## config.mk

```make
export PLATFORM = sky130hd
export DESIGN_NAME = imm_gen_pipe
export DESIGN_NICKNAME = d
export VERILOG_FILES = /design/src/rtl/imm_pkg.sv /design/src/rtl/imm_decode.sv /design/src/rtl/imm_gen_pipe.sv
export SDC_FILE = /design/constraint.sdc
export NUM_CORES = 1
export LEC_CHECK = 0
export BUFFER_PORTS_ARGS = -buffer_cell sky130_fd_sc_hd__buf_2
export CAP_MARGIN = 20
export CORE_ASPECT_RATIO = 0.5
export CORE_MARGIN = 1.5
export CORE_UTILIZATION = 59
export CTS_BUF_LIST = sky130_fd_sc_hd__clkbuf_8 sky130_fd_sc_hd__clkbuf_16
export DETAILED_ROUTE_END_ITERATION = 10
export PLACE_DENSITY = 0.94
export SYNTH_ARGS = -nofsm -noshare
export SYNTH_HDL_FRONTEND = slang
export SYNTH_HIERARCHICAL = 1
export SYNTH_SLANG_ARGS = --single-unit
```

## constraint.sdc

```tcl
create_clock -name clk -period 2.75 [get_ports clk]
set_input_delay 0.4125 -clock clk [delete_from_list [all_inputs] [get_ports clk]]
set_output_delay 0.4125 -clock clk [all_outputs]
set_load 0.02 [all_outputs]
```

## src/rtl/imm_pkg.sv

```systemverilog
// ---------------------------------------------------------------------------
// imm_pkg
// Shared types for the pipelined immediate generator.
//   immsrc_t : immediate format selector encodings (I/S/B/J/U/Z)
//   IMM_RSV6 / IMM_RSV7 : reserved selector codes, flagged as illegal
//   state_t  : occupancy of the output stage + skid buffer
// ---------------------------------------------------------------------------
package imm_pkg;

  typedef enum logic [2:0] {
    IMM_I = 3'b000,
    IMM_S = 3'b001,
    IMM_B = 3'b010,
    IMM_J = 3'b011,
    IMM_U = 3'b100,
    IMM_Z = 3'b101
  } immsrc_t;

  localparam logic [2:0] IMM_RSV6 = 3'b110;
  localparam logic [2:0] IMM_RSV7 = 3'b111;

  typedef enum logic [1:0] {
    ST_EMPTY = 2'd0,  // output stage invalid
    ST_ONE   = 2'd1,  // output stage valid, skid empty
    ST_TWO   = 2'd2   // output stage and skid both valid
  } state_t;

endpackage

```

## src/rtl/imm_decode.sv

```systemverilog
// ---------------------------------------------------------------------------
// imm_decode
// Combinational immediate extractor / extender.
// Ports:
//   i_instr   [31:7]   instruction bits 31..7
//   i_immsrc  [2:0]    format selector (imm_pkg::immsrc_t encoding)
//   o_imm     [XLEN-1] extended immediate (0 for reserved selectors)
//   o_illegal          high when i_immsrc is a reserved code
// Parameter XLEN must be 32 or 64.
// ---------------------------------------------------------------------------
module imm_decode
  import imm_pkg::*;
#(
  parameter int XLEN = 32
) (
  input  logic [31:7]     i_instr,
  input  logic [2:0]      i_immsrc,
  output logic [XLEN-1:0] o_imm,
  output logic            o_illegal
);

  // Every format is first built as a 32-bit value; the XLEN extension below
  // is then a uniform sign extension from bit 31. Z places zeros in bit 31,
  // so it comes out zero-extended without a special case.
  logic [31:0] w_imm32;
  logic        w_sign;

  assign w_sign = i_instr[31];

  always_comb begin
    w_imm32   = '0;
    o_illegal = 1'b0;
    case (i_immsrc)
      IMM_I: w_imm32 = {{20{w_sign}}, i_instr[31:20]};
      IMM_S: w_imm32 = {{20{w_sign}}, i_instr[31:25], i_instr[11:7]};
      IMM_B: w_imm32 = {{19{w_sign}}, i_instr[31], i_instr[7],
                        i_instr[30:25], i_instr[11:8], 1'b0};
      IMM_J: w_imm32 = {{11{w_sign}}, i_instr[31], i_instr[19:12],
                        i_instr[20], i_instr[30:21], 1'b0};
      IMM_U: w_imm32 = {i_instr[31:12], 12'b0};
      IMM_Z: w_imm32 = {27'b0, i_instr[19:15]};
      IMM_RSV6, IMM_RSV7: o_illegal = 1'b1;
    endcase
  end

  generate
    if (XLEN == 64) begin : g_rv64
      assign o_imm = {{(XLEN-32){w_imm32[31]}}, w_imm32};
    end else if (XLEN == 32) begin : g_rv32
      assign o_imm = w_imm32;
    end else begin : g_bad_xlen
      $error("imm_decode: XLEN must be 32 or 64");
      assign o_imm = '0;
    end
  endgenerate

endmodule

```

## src/rtl/imm_gen_pipe.sv

```systemverilog
// ---------------------------------------------------------------------------
// imm_gen_pipe
// Pipelined immediate generator with valid/ready on both sides, a registered
// output stage and a one-entry skid buffer. Decode happens once, at the
// input; the skid stores already-decoded results.
// Ports:
//   clk, reset_n                 clock, synchronous active-low reset
//   in_valid / in_ready          upstream handshake (in_ready is registered)
//   in_instr [31:7]              instruction bits 31..7
//   in_immsrc [2:0]              format selector
//   in_tag [TAG_W-1:0]           sideband carried with the immediate
//   out_valid / out_ready        downstream handshake
//   out_imm [XLEN-1:0]           extended immediate
//   out_tag [TAG_W-1:0]          tag matching out_imm
//   out_illegal                  selector was a reserved code
// ---------------------------------------------------------------------------
module imm_gen_pipe
  import imm_pkg::*;
#(
  parameter int XLEN  = 32,
  parameter int TAG_W = 5
) (
  input  logic             clk,
  input  logic             reset_n,
  input  logic             in_valid,
  output logic             in_ready,
  input  logic [31:7]      in_instr,
  input  logic [2:0]       in_immsrc,
  input  logic [TAG_W-1:0] in_tag,
  output logic             out_valid,
  input  logic             out_ready,
  output logic [XLEN-1:0]  out_imm,
  output logic [TAG_W-1:0] out_tag,
  output logic             out_illegal
);

  state_t            r_state;
  state_t            w_state_next;

  logic [XLEN-1:0]   w_dec_imm;
  logic              w_dec_illegal;

  logic [XLEN-1:0]   r_out_imm;
  logic [TAG_W-1:0]  r_out_tag;
  logic              r_out_illegal;
  logic [XLEN-1:0]   r_skid_imm;
  logic [TAG_W-1:0]  r_skid_tag;
  logic              r_skid_illegal;

  logic              w_accept;
  logic              w_load_out_in;    // output stage <- freshly decoded beat
  logic              w_load_out_skid;  // output stage <- skid contents
  logic              w_load_skid;      // skid <- freshly decoded beat

  imm_decode #(
    .XLEN (XLEN)
  ) u_decode (
    .i_instr   (in_instr),
    .i_immsrc  (in_immsrc),
    .o_imm     (w_dec_imm),
    .o_illegal (w_dec_illegal)
  );

  // Skid occupancy is exactly ST_TWO, so in_ready depends only on the state
  // register and never on out_ready.
  assign in_ready    = (r_state != ST_TWO);
  assign out_valid   = (r_state != ST_EMPTY);
  assign w_accept    = in_valid && in_ready;

  assign out_imm     = r_out_imm;
  assign out_tag     = r_out_tag;
  assign out_illegal = r_out_illegal;

  always_comb begin
    w_state_next    = r_state;
    w_load_out_in   = 1'b0;
    w_load_out_skid = 1'b0;
    w_load_skid     = 1'b0;
    case (r_state)
      ST_EMPTY: begin
        if (w_accept) begin
          w_state_next  = ST_ONE;
          w_load_out_in = 1'b1;
        end
      end
      ST_ONE: begin
        if (w_accept && out_ready) begin
          // Drain and refill on the same edge keeps 1 beat/cycle.
          w_load_out_in = 1'b1;
        end else if (w_accept) begin
          w_state_next = ST_TWO;
          w_load_skid  = 1'b1;
        end else if (out_ready) begin
          w_state_next = ST_EMPTY;
        end
      end
      ST_TWO: begin
        if (out_ready) begin
          w_state_next    = ST_ONE;
          w_load_out_skid = 1'b1;
        end
      end
      default: w_state_next = ST_EMPTY;
    endcase
  end

  always_ff @(posedge clk) begin
    if (!reset_n) begin
      r_state <= ST_EMPTY;
    end else begin
      r_state <= w_state_next;
    end
  end

  always_ff @(posedge clk) begin
    if (!reset_n) begin
      r_out_imm      <= '0;
      r_out_tag      <= '0;
      r_out_illegal  <= 1'b0;
      r_skid_imm     <= '0;
      r_skid_tag     <= '0;
      r_skid_illegal <= 1'b0;
    end else begin
      if (w_load_out_in) begin
        r_out_imm     <= w_dec_imm;
        r_out_tag     <= in_tag;
        r_out_illegal <= w_dec_illegal;
      end else if (w_load_out_skid) begin
        r_out_imm     <= r_skid_imm;
        r_out_tag     <= r_skid_tag;
        r_out_illegal <= r_skid_illegal;
      end
      if (w_load_skid) begin
        r_skid_imm     <= w_dec_imm;
        r_skid_tag     <= in_tag;
        r_skid_illegal <= w_dec_illegal;
      end
    end
  end

endmodule

```

* Word level (Yosys, flattened, before mapping)
Index checks and enable logic that the tools add are counted.
** Storage, ports and cells
- Register bits after elaboration :: 78
- Bits of input ports :: 37
** Cells by class
- Equality and inequality tests :: 14
- Mux-type cells :: 21
- Reductions and logical operators :: 8
** Operators by type and width (count)
- one-hot mux 32 bit (6 select lines) :: 1
- 2-to-1 mux 32 bit :: 2
- == test 3 bit, second input constant :: 4
- 2-to-1 mux 2 bit :: 5
- 2-to-1 mux 5 bit :: 2
- 2-to-1 mux 1 bit :: 9
- != test 2 bit, second input constant :: 4
- == test 3 x 2 -> 1 bit, second input constant :: 2
- one-hot mux 2 bit (3 select lines) :: 1
- AND reduction 4 bit :: 1
- nonzero test 2 bit :: 2
- == test 3 x 1 -> 1 bit, second input constant :: 1
- zero test 3 bit :: 1
- != test 3 bit, second input constant :: 1
- == test 2 x 1 -> 1 bit, second input constant :: 1
- == test 2 bit, second input constant :: 1
- logical AND 1 bit :: 2
- zero test 2 bit :: 1
- one-hot mux 1 bit (2 select lines) :: 1
- OR reduction 2 bit :: 1

* Depth between registers and ports, before layout
Gate-level depths: netlist of run 1.
- Depth in word-level cells :: 6
- Mapped depth :: 7

* By module
The synthesis of run 1 kept the hierarchy.
** By module, submodules not included
- imm_gen_pipe :: times used 1, cells an instance 315, area an instance 3163.0 um^2, sequential area each 1561.5 um^2
- imm_decode :: times used 1, cells an instance 82, area an instance 541.8 um^2, sequential area each 0.0 um^2

* Worst setup path after synthesis of run 1
OpenSTA, ideal clock, no wires.
- Path kind :: input port to flip-flop
- From :: input in_immsrc[2]
- To :: register r_out_imm[26], in the netlist out_imm[26]
- Setup time :: 0.119 ns
- Data arrival time :: 1.328 ns
- Data required time :: 2.631 ns
- Setup slack :: 1.303 ns
- Cell stages on the path :: 6
- Buffers on the path :: 3
- Path through :: buf_2 -> nor2b_1 -> buf_2 -> buf_4 -> a21o_1 -> o221a_2
** On the way
- Cells in the longest elaborated chain, start to end :: 3
** Ends and longest elaborated chain
- from (decl) :: RTL line imm_gen_pipe.sv:28 : input logic [2:0] in_immsrc,
- == test 3 bit (tied with other cells) :: RTL line imm_decode.sv:33 : case (i_immsrc)
- one-hot mux 32 bit (6 select lines) (*) :: RTL line imm_decode.sv:33
- named net w_dec_imm[26] :: RTL line imm_gen_pipe.sv:40 : logic [XLEN-1:0] w_dec_imm;
- 2-to-1 mux 32 bit (*) :: RTL line imm_gen_pipe.sv:124 : if (w_load_out_in) begin
- to (signal assigned) :: RTL line imm_gen_pipe.sv:125 : r_out_imm <= w_dec_imm;
- to (signal assigned) :: RTL line imm_gen_pipe.sv:129 : r_out_imm <= r_skid_imm;
- to (decl) :: RTL line imm_gen_pipe.sv:43 : logic [XLEN-1:0] r_out_imm;
The timed path passes the listed nets; every way through them passes the cells marked *.
A chain may end at the register's enable or synchronous reset.

* Worst setup path after layout of run 1
- From :: input in_immsrc[2]
- To :: register r_skid_imm[17]
** On the way
- Cells in the longest elaborated chain, start to end :: 2
** Ends and longest elaborated chain
- == test 3 bit (tied with other cells) :: RTL line imm_decode.sv:33
- one-hot mux 32 bit (6 select lines) (*) :: RTL line imm_decode.sv:33
- named net w_dec_imm[17] :: RTL line imm_gen_pipe.sv:40
- to (signal assigned) :: RTL line imm_gen_pipe.sv:134 : r_skid_imm <= w_dec_imm;
- to (decl) :: RTL line imm_gen_pipe.sv:46 : logic [XLEN-1:0] r_skid_imm;
Marks and branches as above.

==> impl_metrics.ini, run 1 <==
[placement]
io_buffer_count = 76
gp_congestion = 0.852
dpl.hpwl_mm = 5.42

[logic_synthesis]
synth_compound_area_frac = 0.342
yosys_most_used_dff = dfxtp_1
async_flop_share = 0
netlist_instances = 397
yosys_warnings = 6
synth_nets = 434
yosysTopAreaCell = dfxtp_1
netlist_area_um2 = 3700
synthMuxAreaShare = 0.0247
synth_top_area_frac = 0.421
synth_simple_gate_area_frac = 0.140
yosysMostFrequentCell = nand2_1
synth-edff-count = 0
yosysUniqueCellTypes = 38
synthXorXnorAreaFrac = 0.00743
synth_area_leaders = dfxtp_1 (42%), nand2_1 (8.3%), a21boi_1 (7.9%)
synthTopCellsByCount = nand2_1 (82), dfxtp_1 (78), a21boi_1 (39)
synth_top_family_by_area = compound AO/OA/AOI/OAI gates
ys_seq_elements = 78
postSynthAreaPerCell_um2 = 9.33
synthAdderAreaFrac = 0
seq_area_frac_synth = 0.421

[clock_network]
clockBufferDepth = 2
ctsHtreeMaxLevel = 3
clock-root-buffer = clkbuf_16
cts_hold_buf = 0
ctsResizeCount = 0
numCtsBuffers = 9
cts_sinks = 78
clk_latency_ps = 340
cts_tree = built
path_clk_slew_ps = 60
cts_setup_buffers = 0

[floorplan]
die-area_um2 = 6790
core_area_um2 = 6060
die_width_um = 115
num_rows = 20
io_pins = 77
start_util = 0.612
die-height_um = 59.0

[min_path]
min_to = r_skid_tag[1]$_SDFFE_PN0P_
hp-start = in_tag[1]
holdPathStages = 3
hp-class = in -> reg

[worst_setup_path]
end_kind = register
crit_buf_inv = 1
r2r_start = r_state[1]$_SDFFE_PN0P_
required_ps = 3020
critPathKind = in -> reg
critPathMaxStageDelay_ps = 680
crit_path_top_delay_cell = nor3b_2
cp_cell_sequence = buf_2, nor3b_2, o21bai_1, a22o_1, nand2_1, a21boi_1
rr_endpoint = out_imm[11]$_SDFFE_PN0P_
worstPathArrival_ps = 2040
reg2reg_slack_ps = 1150
cp_top_family = simple AND/OR/NAND/NOR gates
path_max_fanout = 27
crit_path_start_kind = input pin
reg2reg_depth = 4

[layout]
drive_gt1_frac = 0.254
final_core_util = 0.715
fin_nets = 488
syn_to_final_growth_pct = 16.8

[global_routing]
grt_max_degree = 79
antenna_found_initial = 1
grt_usage = 0.269
grt_first_pass_wirelength_mm = 13.9
grt_overflow_total = 0
grt_pass1_vias = 2792

[power_and_ir_drop]
max-vdd-ir-drop_uv = 471
power.total_mw = 2.90
p_sw_mw = 0.732
p_comb_frac = 0.144
intPower_mw = 2.17
p_leak_nw = 1.82
p_clk_frac = 0.434
p_per_area_nw_per_um2 = 671
p_seq_frac = 0.422
p_sw_frac = 0.252

[routing]
via_per_inst = 5.74
antenna_left = 0
route.vias.total = 3127
drt_iter0_markers = 270
drt_wl_total_mm = 8.88
dr.pass1.iters = 4
drc = 0
wire_per_inst_um = 16.3

[timing]
slew_viol_final = 0
slew_headroom = 0.526
hold_viol = 0
finalSetupViolations = 0
max_freq_mhz = 567
fin_crit_ps = 1760
finClkSkew_ps = 3.89
tightest_slew_ps = 708
rsz0062_at_grt = false
fin_tns_setup_ps = 0
fin_crit_sh = 0.641

[job]
max_cap_violations = 0

[run_status]
status = completed
[routing by layer]
| layer | vias up | global-route usage | wire, um |
|---|---|---|---|
| li1 | 1538 | - | - |
| met1 | 1471 | 0.349 | 4080 |
| met2 | 106 | 0.421 | 4090 |
| met3 | 12 | 0.116 | 612 |
| met4 | 0 | 0.0635 | 93 |
| met5 | - | 0 | 0 |
[cells by family after synthesis]
| group | count (synthesis) |
|---|---|
| compound gates | 159 |
| xor+xnor | 1 |
| mux | 9 |
| flops | 78 |
| simple gates | 110 |
| buf+inv | 40 |
[cell usage in the layout, fill, tap and decap left out, drive strengths merged]
| cell type | n |
|---|---|
| clkinv | 2 |
| mux2 | 1 |
| a22o | 1 |
| bufinv | 2 |
| a21boi | 39 |
| a21oi | 19 |
| nand2 | 82 |
| nand3 | 2 |
| xor2 | 1 |
| o21a | 36 |
| o21bai | 1 |
| clkbuf | 10 |
| nor2 | 2 |
| o21ai | 6 |
| nand3b | 1 |
| nor2b | 11 |
| mux2i | 8 |
| and3b | 1 |
| inv | 2 |
| and2 | 3 |
| a21o | 11 |
| o31a | 1 |
| and4bb | 1 |
| or2 | 1 |
| nor3b | 1 |
| o31ai | 3 |
| dfxtp | 78 |
| nand4bb | 1 |
| o22ai | 7 |
| o221a | 35 |
| buf | 83 |
| nand2b | 4 |
| diode | 1 |
[flip-flops by register name (all words and copies together), names as in the netlist]
signal	flops
r_skid_imm	32
r_state	2
r_skid_illegal	1
out_tag	5
out_illegal	1
out_imm	32
r_skid_tag	5
[worst max-delay path by stage]
stage	startpoint	end	slack (ps)	cells past startpoint
detailed placement	in_immsrc[2]	r_skid_imm[17]$_SDFFE_PN0P_	620	6
global route	in_immsrc[2]	r_skid_imm[17]$_SDFFE_PN0P_	870	6
CTS	in_immsrc[2]	r_skid_imm[17]$_SDFFE_PN0P_	1030	6
floorplan	in_immsrc[2]	out_imm[26]$_SDFFE_PN0P_	1300	6
finish	in_immsrc[2]	r_skid_imm[17]$_SDFFE_PN0P_	990	6
global placement	in_immsrc[2]	r_skid_imm[17]$_SDFFE_PN0P_	780	6
[power groups by stage]
stage / Combinational (mW) / Clock [mW] / Sequential (mW)
floorplan: 0.237 / 0 / 1.30
global placement: 0.407 / 0 / 1.25
detailed placement: 0.413 / 0 / 1.25
CTS: 0.416 / 1.27 / 1.22
global route: 0.448 / 1.32 / 1.23
finish: 0.419 / 1.26 / 1.22
[area by class of cell]
type                            count  area [um^2]
Clock inverter                      6         77.6
Fill cell                         451         1730
Clock buffer                       10          239
Multi-Input combinational cell    279         1900
Timing Repair Buffer               83          433
Antenna cell                        1         2.50
Tap cell                           88          110
Sequential cell                    78         1560
[per-stage QoR]
step / std cells / hold WS (ps) / worst slack, ps / instance area, um^2
2_1_floorplan: 397 / 434 / 1300 / 3700
3_3_place_gp: 528 / 441 / 783 / 4010
3_5_place_dp: 528 / 445 / 617 / 4010
4_1_cts: 544 / 316 / 1030 / 4330
5_1_grt: 544 / 327 / 865 / 4330
6_report: 545 / 324 / 988 / 4330
[tightest hold or removal path, delay by kind of cell]
kind / cells / cell delay [ps]
AOI/OAI and AO/OA: 1 / 50
buffers and inverters: 1 / 110
and+or+nand+nor: 1 / 50
Note: power is estimated with default switching activity, not from simulation.
==> inputs of run 2 (changes only) <==
Settings changed: ABC_AREA set to 1, CORE_UTILIZATION 59 to 50, PLACE_DENSITY 0.94 to 0.86.
Clock period 2.75 ns to 1.43 ns, I/O delays scaled along.
==> run 2 against run 1 <==
Effect of this change:
- highest routed layer unchanged
- sequential share of layout area fell by 2.5 points
- largest power group unchanged
- total power increased by 100%
- flip-flop and latch count did not move
- clock power up 110%
==> impl_metrics.ini, run 2 <==
[worst_setup_path]
required_ps = 1690
critPathMaxStageDelay_ps = 350
reg2reg_depth = 6
critPathKind = reg -> reg
end_kind = register
r2r_start = r_state[0]$_SDFFE_PN0P_
worstPathArrival_ps = 1590
reg2reg_slack_ps = 100
cp_cell_sequence = inv_2, nand3_2, buf_12, o21ai_0, nand2_1, a21oi_1
setup.worst_path.end = out_imm[11]$_SDFFE_PN0P_
crit_path_start_kind = register
rr_endpoint = out_imm[11]$_SDFFE_PN0P_
path_max_fanout = 41
crit_path_top_delay_cell = dfxtp_1
crit_start = r_state[0]$_SDFFE_PN0P_

[logic_synthesis]
postSynthAreaPerCell_um2 = 6.74
synth_nets = 603
yosys_most_used_dff = dfxtp_1
synth_area_leaders = dfxtp_1 (41%), nand2_1 (12%), a21oi_1 (9.6%)
yosysUniqueCellTypes = 24
netlist_instances = 566
yosysMostFrequentCell = nand2_1
yosys_warnings = 6
yosysTopAreaCell = dfxtp_1
ys_seq_elements = 78
netlist_area_um2 = 3810
synth_top_area_frac = 0.409
seq_area_frac_synth = 0.409
async_flop_share = 0
synth-edff-count = 0
synthTopCellsByCount = nand2_1 (118), inv_1 (87), dfxtp_1 (78)

[timing]
max_freq_mhz = 751
fin_tns_setup_ps = 0
finClkSkew_ps = 6.46
finalSetupViolations = 0
hold_viol = 0
fin_crit_sh = 0.931
fin_crit_ps = 1330
rsz0062_at_grt = false
slew_viol_final = 0
tightest_slew_ps = 409
slew_headroom = 0.727

[power_and_ir_drop]
power.total_mw = 5.90
max-vdd-ir-drop_uv = 617
p_leak_nw = 2.16
p_per_area_nw_per_um2 = 1270

[floorplan]
num_rows = 22
core_area_um2 = 7350
start_util = 0.519
die_width_um = 127
die-height_um = 64.8
io_pins = 77
die-area_um2 = 8190

[job]
max_cap_violations = 0

[layout]
num-fill-cells = 616
layout_common_cells = nand2_1 (118), inv_1 (88), dfxtp_1 (77)
final_common_cell = nand2_1
drive_gt1_frac = 0.198
final_cell_count_no_fill = 732
diodes = 0
fin_nets = 669
syn_to_final_growth_pct = 22.0

[clock_network]
numCtsBuffers = 9
clockBufferDepth = 2
path_clk_slew_ps = 60
cts_tree = built
cts_sinks = 78
clk_latency_ps = 340
ctsHtreeMaxLevel = 3
clock-root-buffer = clkbuf_16

[routing]
route.vias.total = 3889
drt_wl_total_mm = 10.1
via_per_inst = 5.31
dr.pass1.iters = 5
antenna_left = 0
wire_per_inst_um = 13.8
drt_iter0_markers = 293
drc = 0

[placement]
io_buffer_count = 76
gp_congestion = 0.900
dpl.hpwl_mm = 6.41
place_inst = 717

[min_path]
hp-class = in -> reg

[global_routing]
grt_max_degree = 67
grt_usage = 0.259
grt_overflow_total = 0
grt_pass1_vias = 3712
antenna_found_initial = 0
grt_first_pass_wirelength_mm = 16.9

[run_status]
status = completed
[run 2: cell types whose count changed after synthesis, sizes merged, moves of 35 or more]
cell	delta
inv	+93
o21a	-36
a21oi	+54
o21ai	+76
nand3	+53
nand2	+41
a21boi	-38
o221a	-35
[run 2: worst min path at each step]
stage,startpoint,to,cells past startpoint
after floorplan,in_tag[0],r_skid_tag[0]$_SDFFE_PN0P_,2
after global placement,r_skid_tag[1]$_SDFFE_PN0P_,r_skid_tag[1]$_SDFFE_PN0P_,2
after detailed placement,r_skid_imm[29]$_SDFFE_PN0P_,r_skid_imm[29]$_SDFFE_PN0P_,2
after CTS,in_tag[3],r_skid_tag[3]$_SDFFE_PN0P_,3
after global routing,in_tag[3],r_skid_tag[3]$_SDFFE_PN0P_,3
final,in_tag[4],r_skid_tag[4]$_SDFFE_PN0P_,3
[run 2: layer usage]
metal | vias to the layer above | track usage | share of wire
met3 | 29 | 0.0661 | 0.061
met2 | 125 | 0.447 | 0.48
met1 | 1792 | 0.308 | 0.44
met4 | 0 | 0.121 | 0.024
met5 | - | 0 | 0
li1 | 1943 | - | -
[run 2: cell type report]
cell class / count / area [um^2] / share of cell area
multi-input cells: 358 / 1700 / 0.366
clock buffers: 10 / 239 / 0.0514
inverters: 93 / 349 / 0.0750
well taps: 96 / 120 / 0.0258
flip-flops and latches: 78 / 1560 / 0.336
clock inverters: 5 / 98.8 / 0.0212
repair buffers: 92 / 579 / 0.125
[run 2: cells by family (layout without fill, tap and decap cells)]
| family | Yosys count | count (layout) | synth area share |
|---|---|---|---|
| DFF | 78 | 78 | 0.409 |
| and+or+nand+nor | 200 | 200 | 0.233 |
| buffers and inverters | 130 | 200 | 0.145 |
| AOI/OAI and AO/OA | 158 | 158 | 0.212 |
[run 2: power breakdown]
group	internal (mW)	total, mW	switching [mW]
combinational	0.322	0.927	0.605
sequential	2.31	2.37	0.0640
clock	1.73	2.60	0.865
total	4.36	5.90	1.53
[run 2: critical path, delay by kind of cell (launching register included)]
family / cells / cell delay, ps
buf+inv: 2 / 340
flops: 1 / 350
simple gates: 2 / 230
compound gates: 2 / 340
[run 2: what timing repair did]
action                                  CTS  global route
hold buffers                              0             0
resized for setup                         0             2
endpoints found under the setup margin    0            21
buffers inserted                          0             0
[run 2: metrics by stage]
| stage | instance area [um^2] | hold slack [ps] | utilization | setup slack, ps |
|---|---|---|---|---|
| 2_1_floorplan | 3810 | 404 | - | 174 |
| 3_3_place_gp | 4310 | 433 | 0.586 | 131 |
| 3_5_place_dp | 4310 | 439 | 0.586 | 81.0 |
| 4_1_cts | 4650 | 166 | 0.632 | 11.0 |
| 5_1_grt | 4650 | 208 | 0.633 | 14.8 |
| 6_report | 4650 | 182 | 0.633 | 99.1 |
